$ cat src/rtl/fp_posit_pkg.sv
// rtl/fp_posit_pkg.sv - shared constants, state encoding and precision clamp for the posit weight path
package fp_posit_pkg;

    localparam int PREC_MIN = 2;
    localparam int PREC_W   = 4;

    typedef enum logic {S_IDLE, S_SHIFT} state_t;

    function automatic logic [PREC_W-1:0] clamp_prec(input logic [PREC_W-1:0] p,
                                                     input logic [PREC_W-1:0] pmax);
        if (p < PREC_W'(PREC_MIN)) return PREC_W'(PREC_MIN);
        if (p > pmax) return pmax;
        return p;
    endfunction

endpackage

$ cat src/rtl/sync_fifo.sv
// rtl/sync_fifo.sv - first-word fall-through FIFO holding parallel weight words
module sync_fifo #(
    parameter int WIDTH = 8,
    parameter int DEPTH = 4,
    localparam int AW   = $clog2(DEPTH)
) (
    input  logic             clk,
    input  logic             rst,
    input  logic             push,
    input  logic             pop,
    input  logic [WIDTH-1:0] din,
    output logic [WIDTH-1:0] dout,
    output logic [AW:0]      count,
    output logic             full,
    output logic             empty
);

    logic [WIDTH-1:0] mem [DEPTH];
    logic [AW-1:0]    wptr;
    logic [AW-1:0]    rptr;
    logic             do_push;
    logic             do_pop;

    assign full    = (count == (AW+1)'(DEPTH));
    assign empty   = (count == '0);
    assign do_pop  = pop && !empty;
    // A full FIFO still takes a write when the same edge frees a slot.
    assign do_push = push && (!full || do_pop);
    assign dout    = mem[rptr];

    always_ff @(posedge clk) begin
        if (do_push) mem[wptr] <= din;
    end

    always_ff @(posedge clk or posedge rst) begin
        if (rst) begin
            wptr  <= '0;
            rptr  <= '0;
            count <= '0;
        end else begin
            if (do_push) wptr <= wptr + 1'b1;
            if (do_pop)  rptr <= rptr + 1'b1;
            case ({do_push, do_pop})
                2'b10:   count <= count + 1'b1;
                2'b01:   count <= count - 1'b1;
                default: count <= count;
            endcase
        end
    end

endmodule

$ cat src/rtl/posit_weight_serializer.sv
// rtl/posit_weight_serializer.sv - buffers parallel posit weights and shifts them out MSB-first, one bit per clock
module posit_weight_serializer
    import fp_posit_pkg::*;
#(
    parameter int MAX_PREC = 8,
    parameter int DEPTH    = 4
) (
    input  logic                clk,
    input  logic                rst,
    input  logic [PREC_W-1:0]   precision,
    input  logic                set,
    input  logic [MAX_PREC-1:0] w_in,
    input  logic                w_in_valid,
    output logic                w_in_ready,
    input  logic                hold,
    output logic                w,
    output logic                valid,
    output logic                word_start,
    output logic                word_last,
    output logic                busy,
    output logic                set_err
);

    localparam int                CW   = $clog2(DEPTH) + 1;
    localparam logic [PREC_W-1:0] PMAX = PREC_W'(MAX_PREC);

    state_t              state;
    logic [MAX_PREC-1:0] sreg;
    logic [MAX_PREC-1:0] head;
    logic [MAX_PREC-1:0] loaded;
    logic [PREC_W-1:0]   bcnt;
    logic [PREC_W-1:0]   n;
    logic [CW-1:0]       count;
    logic                full;
    logic                empty;
    logic                push;
    logic                pop;

    sync_fifo #(
        .WIDTH (MAX_PREC),
        .DEPTH (DEPTH)
    ) u_fifo (
        .clk   (clk),
        .rst   (rst),
        .push  (push),
        .pop   (pop),
        .din   (w_in),
        .dout  (head),
        .count (count),
        .full  (full),
        .empty (empty)
    );

    assign w_in_ready = !full;
    assign push       = w_in_valid && w_in_ready;
    assign busy       = (count != '0) || (state == S_SHIFT);
    // hold also defers the first pop out of IDLE, so a stalled consumer lets the FIFO fill.
    assign pop        = !empty && !hold && ((state == S_IDLE) || (bcnt == '0));
    assign loaded     = head << (PMAX - n);

    always_ff @(posedge clk or posedge rst) begin
        if (rst) begin
            state      <= S_IDLE;
            sreg       <= '0;
            bcnt       <= '0;
            n          <= PREC_W'(4);
            set_err    <= 1'b0;
            w          <= 1'b0;
            valid      <= 1'b0;
            word_start <= 1'b0;
            word_last  <= 1'b0;
        end else begin
            if (set) begin
                if (busy) set_err <= 1'b1;
                else      n       <= clamp_prec(precision, PMAX);
            end
            if (pop) begin
                state      <= S_SHIFT;
                sreg       <= loaded;
                bcnt       <= n - 1'b1;
                w          <= loaded[MAX_PREC-1];
                valid      <= 1'b1;
                word_start <= 1'b1;
                word_last  <= 1'b0;
            end else if (state == S_SHIFT && !hold) begin
                sreg       <= sreg << 1;
                word_start <= 1'b0;
                if (bcnt == '0) begin
                    state     <= S_IDLE;
                    w         <= 1'b0;
                    valid     <= 1'b0;
                    word_last <= 1'b0;
                end else begin
                    bcnt      <= bcnt - 1'b1;
                    w         <= sreg[MAX_PREC-2];
                    word_last <= (bcnt == PREC_W'(1));
                end
            end
        end
    end

endmodule
$ cat config.mk
export PLATFORM = sky130hd
export DESIGN_NAME = posit_weight_serializer
export DESIGN_NICKNAME = d
export VERILOG_FILES = /design/src/rtl/fp_posit_pkg.sv /design/src/rtl/sync_fifo.sv /design/src/rtl/posit_weight_serializer.sv
export SDC_FILE = /design/constraint.sdc
export NUM_CORES = 1
export LEC_CHECK = 0
export CAP_MARGIN = 20
export CORE_MARGIN = 4
export CORE_UTILIZATION = 45
export DETAILED_ROUTE_END_ITERATION = 10
export PLACE_DENSITY_LB_ADDON = 0.25
export SETUP_SLACK_MARGIN = 0.15
export SYNTH_ARGS = -nofsm -noshare
export SYNTH_HDL_FRONTEND = slang
export SYNTH_SLANG_ARGS = --single-unit
export TNS_END_PERCENT = 5
$ cat constraint.sdc
create_clock -name clk -period 6.21 [get_ports clk]
set_input_delay 1.242 -clock clk [delete_from_list [all_inputs] [get_ports clk]]
set_output_delay 1.242 -clock clk [all_outputs]
set_load 0.1 [all_outputs]
==> results by group <==
Critical path
  • CP Capture Point: busy
  • CP max stage cell: clkdlybuf4s50_1
  • Nature of the critical path startpoint: flop
  • Worst EP arrival: 2.43 ns
  • Worst r2r dst: u_fifo.count[2]
  • Endpoint class of the critical path: output pin
  • Reg2reg setup slack: 3.23 ns
  • Max incr delay on CP: 0.97 ns
  • FF-to-FF Start: bcnt[0]
  • CP startpoint: u_fifo.count[2]
  • Crit-path cells: or3_1 -> nor2_1 -> inv_1 -> clkdlybuf4s50_1
  • Req. time, crit path: 4.97 ns
  • CP Class: reg2out
  • Worst-case reg-to-reg path depth: 11
  • Worst-path fanout max: 4

Cells and area
  • Fin area: 3410 sq um
  • Commonest cells after routing, fill and taps aside: edfxtp_1 (32), dfrtp_1 (26), clkdlybuf4s50_1 (23)
  • FF/Latch Area: 1640 sq um
  • Ant. Diodes: 0
  • Area growth syn-to-layout: 15.8%
  • Finished Layout Cells: 340
  • Fillers: 553
  • Footprint of the multi-input gates: 1210 sq um
  • Layout cell share with drive strength beyond 1: 11.8%
  • Fin nets: 285
  • Util after Layout: 53.8%
  • Most common cell after layout, fill and taps aside: edfxtp_1

Global route
  • Gr usage total: 16.2%
  • Grt ovf: 0
  • Initial antenna violation count: 0
  • Global-route wire length before repair: 9410 um
  • Pin count of the biggest net entering global routing: 28
  • Vias in the first global route: 1955

Timing
  • Slew margin rel.: 35.2%
  • Setup TNS: 0 ns
  • Final worst path period share: 59.1%
  • Skew final: 0.00450 ns
  • Hold slack final: 0.458 ns
  • Final setup viols: 0
  • Final hold viol count: 0
  • RSZ-0062 raised after global routing: no
  • Worst Tran Pin Value: 0.969 ns
  • Max Fclk: 272 MHz
  • Final Max Tran Viols: 0
  • Minimum clock period: 3.67 ns

Clock network
  • CTS tree: yes
  • # hold bufs at CTS: 0
  • H-tree levels: 3
  • Clock transition at path regs: 0.06 ns
  • Post-CTS sizing: 0
  • Clock Sinks: 59
  • Clock Latency Late Sink: 0.34 ns
  • Post-CTS Setup Bufs: 0
  • Bufs on Longest Clock Path: 2
  • CTS Buf Count: 9
  • Clk root buf: clkbuf_8

Detailed routing
  • Routed WL per cell: 16.0 um
  • Drt first pass iters: 4
  • Post-DRT Antenna Nets: 0
  • Post-route DRC: 0
  • Initial DRC Count: 206
  • Via count: 1900
  • Vias per cell: 5.59
  • Post-Route WL: 5450 um

Power
  • Net switching share of the total power: 40.6%
  • Clock Power Share: 16.5%
  • VDD IR-drop max: 373 uV
  • Share of power burned in registers: 37.9%
  • Pleak: 0.00130 uW
  • Total internal power: 987 uW
  • Net Sw Power: 674 uW
  • Comb pwr share: 45.5%
  • Pwr Density: 487 nW/um^2

Synth
  • Synth unique cells: 44
  • Gate count after technology mapping: 231
  • Number of synthesized flops with an enable pin: 32
  • Synth Area in Adders: 4.08%
  • Mapped Area: 2950 sq um
  • Yosys warns: 0
  • Complex-gate fraction of the synthesized area: 9.72%
  • Synthesis-stage register bit count: 59
  • Synth Area in XOR/XNOR: 2.97%
  • Mux cell area share after synthesis: 14.4%
  • Synth Area in Simple Gates: 9.85%
  • FFs w/ async S/R, synth: 45.8%
  • Largest family of logic cells by synthesized area: multiplexers
  • Most used DFF post-synth: edfxtp_1
  • Sequential share of the synthesized area: 55.6%
  • Mean Syn Cell Area: 12.8 sq um
  • Mapped Nets: 257

Placement
  • Dpl cells: 324
  • Routability cong.: 0.840
  • I/O Buffers: 23
  • Area after DPL: 3240 sq um
  • DPL Wire Length: 3970 um

Outcome
  • Outcome: finished clean

Floorplanning
  • Rows: 29
  • Die Y: 88.9 um
  • Initial Utilization: 46.4%
  • Io pins: 24
  • Area of the core: 6350 sq um
  • Die Span X: 88.9 um
  • Die footprint: 7910 sq um

Flow run
  • Max Cap Viol: 0

Worst hold path
  • HP Class: reg2reg
  • Hold Path Depth: 1
## cells in the mapped netlist (all sizes together), types with 2 or more instances
library cell / count / area [sq um]
a21oi: 8 / 40.0
nor3: 6 / 41.3
o31ai: 3 / 22.5
o211ai: 4 / 30.0
clkbuf: 3 / 11.3
ha: 8 / 100
o22ai: 2 / 12.5
a221oi: 3 / 26.3
a22oi: 3 / 22.5
mux2i: 12 / 120
edfxtp: 32 / 961
xnor2: 6 / 52.6
nor2: 17 / 63.8
o21ai: 12 / 60.1
dfrtp: 26 / 651
mux2: 3 / 33.8
and3: 5 / 31.3
mux4: 12 / 270
xor2: 4 / 35.0
nand2: 18 / 67.6
buf: 5 / 32.5
nand3: 3 / 15.0
and2: 2 / 12.5
inv: 15 / 56.3
nand2b: 3 / 18.8
a31oi: 2 / 12.5
## layout make-up
type | count | area share, %
Clock inverter | 5 | 0.623
Timing Repair Buffer | 25 | 7.77
Tap cell | 77 | 2.82
Inverter | 15 | 1.65
Sequential cell | 59 | 48.0
Clock buffer | 10 | 3.74
Multi-Input combinational cell | 149 | 35.4
## critical path, delay by kind of cell (launching register included)
kind / cells / cell delay, ns
buffers and inverters: 2 / 1.06
DFF: 1 / 0.42
and+or+nand+nor: 2 / 0.61
## metrics by stage
step,total power (uW),worst slack [ns]
after floorplan,1230,3.13
after CTS,1680,2.51
final,1660,2.54
after global routing,1790,2.41
after detailed placement,1400,2.57
after global placement,1390,2.61
## state kept, by name, indices dropped and copies added, names as in the netlist
name and flops:
bcnt 4, sreg 7, n 4, u_fifo.mem 32
u_fifo.count 3, set_err 1, word_last 1, u_fifo.rptr 2
w 1, u_fifo.wptr 2, word_start 1, state 1
## power groups by stage
| stage | sequential [uW] | clock (uW) | combinational (uW) |
|---|---|---|---|
| global placement | 635 | 0 | 757 |
| finish | 630 | 275 | 756 |
| floorplan | 665 | 0 | 561 |
| detailed placement | 638 | 0 | 759 |
| CTS | 631 | 282 | 763 |
| global route | 649 | 299 | 840 |
## cell families after synthesis
logic type,after synthesis
xor+xnor,10
mux,27
compound gates,44
flops,59
buf+inv,23
fa+ha+maj,9
simple gates,59
## metal layers
layer	routed length (um)	vias up	track usage, %
li1	-	923	-
met1	2560	924	22.5
met2	2540	40	24.0
met3	207	13	3.59
met4	134	0	8.65
met5	0	-	0
## how the worst min path moves through the flow
stage               slack [ns]               to            start
CTS                       0.46          set_err          set_err
global placement          0.44          set_err          set_err
finish                    0.46          set_err          set_err
floorplan                 0.47  u_fifo.count[0]  u_fifo.count[0]
global route              0.48          set_err          set_err
detailed placement        0.45          set_err          set_err
Note: power is estimated with default switching activity, not from simulation.
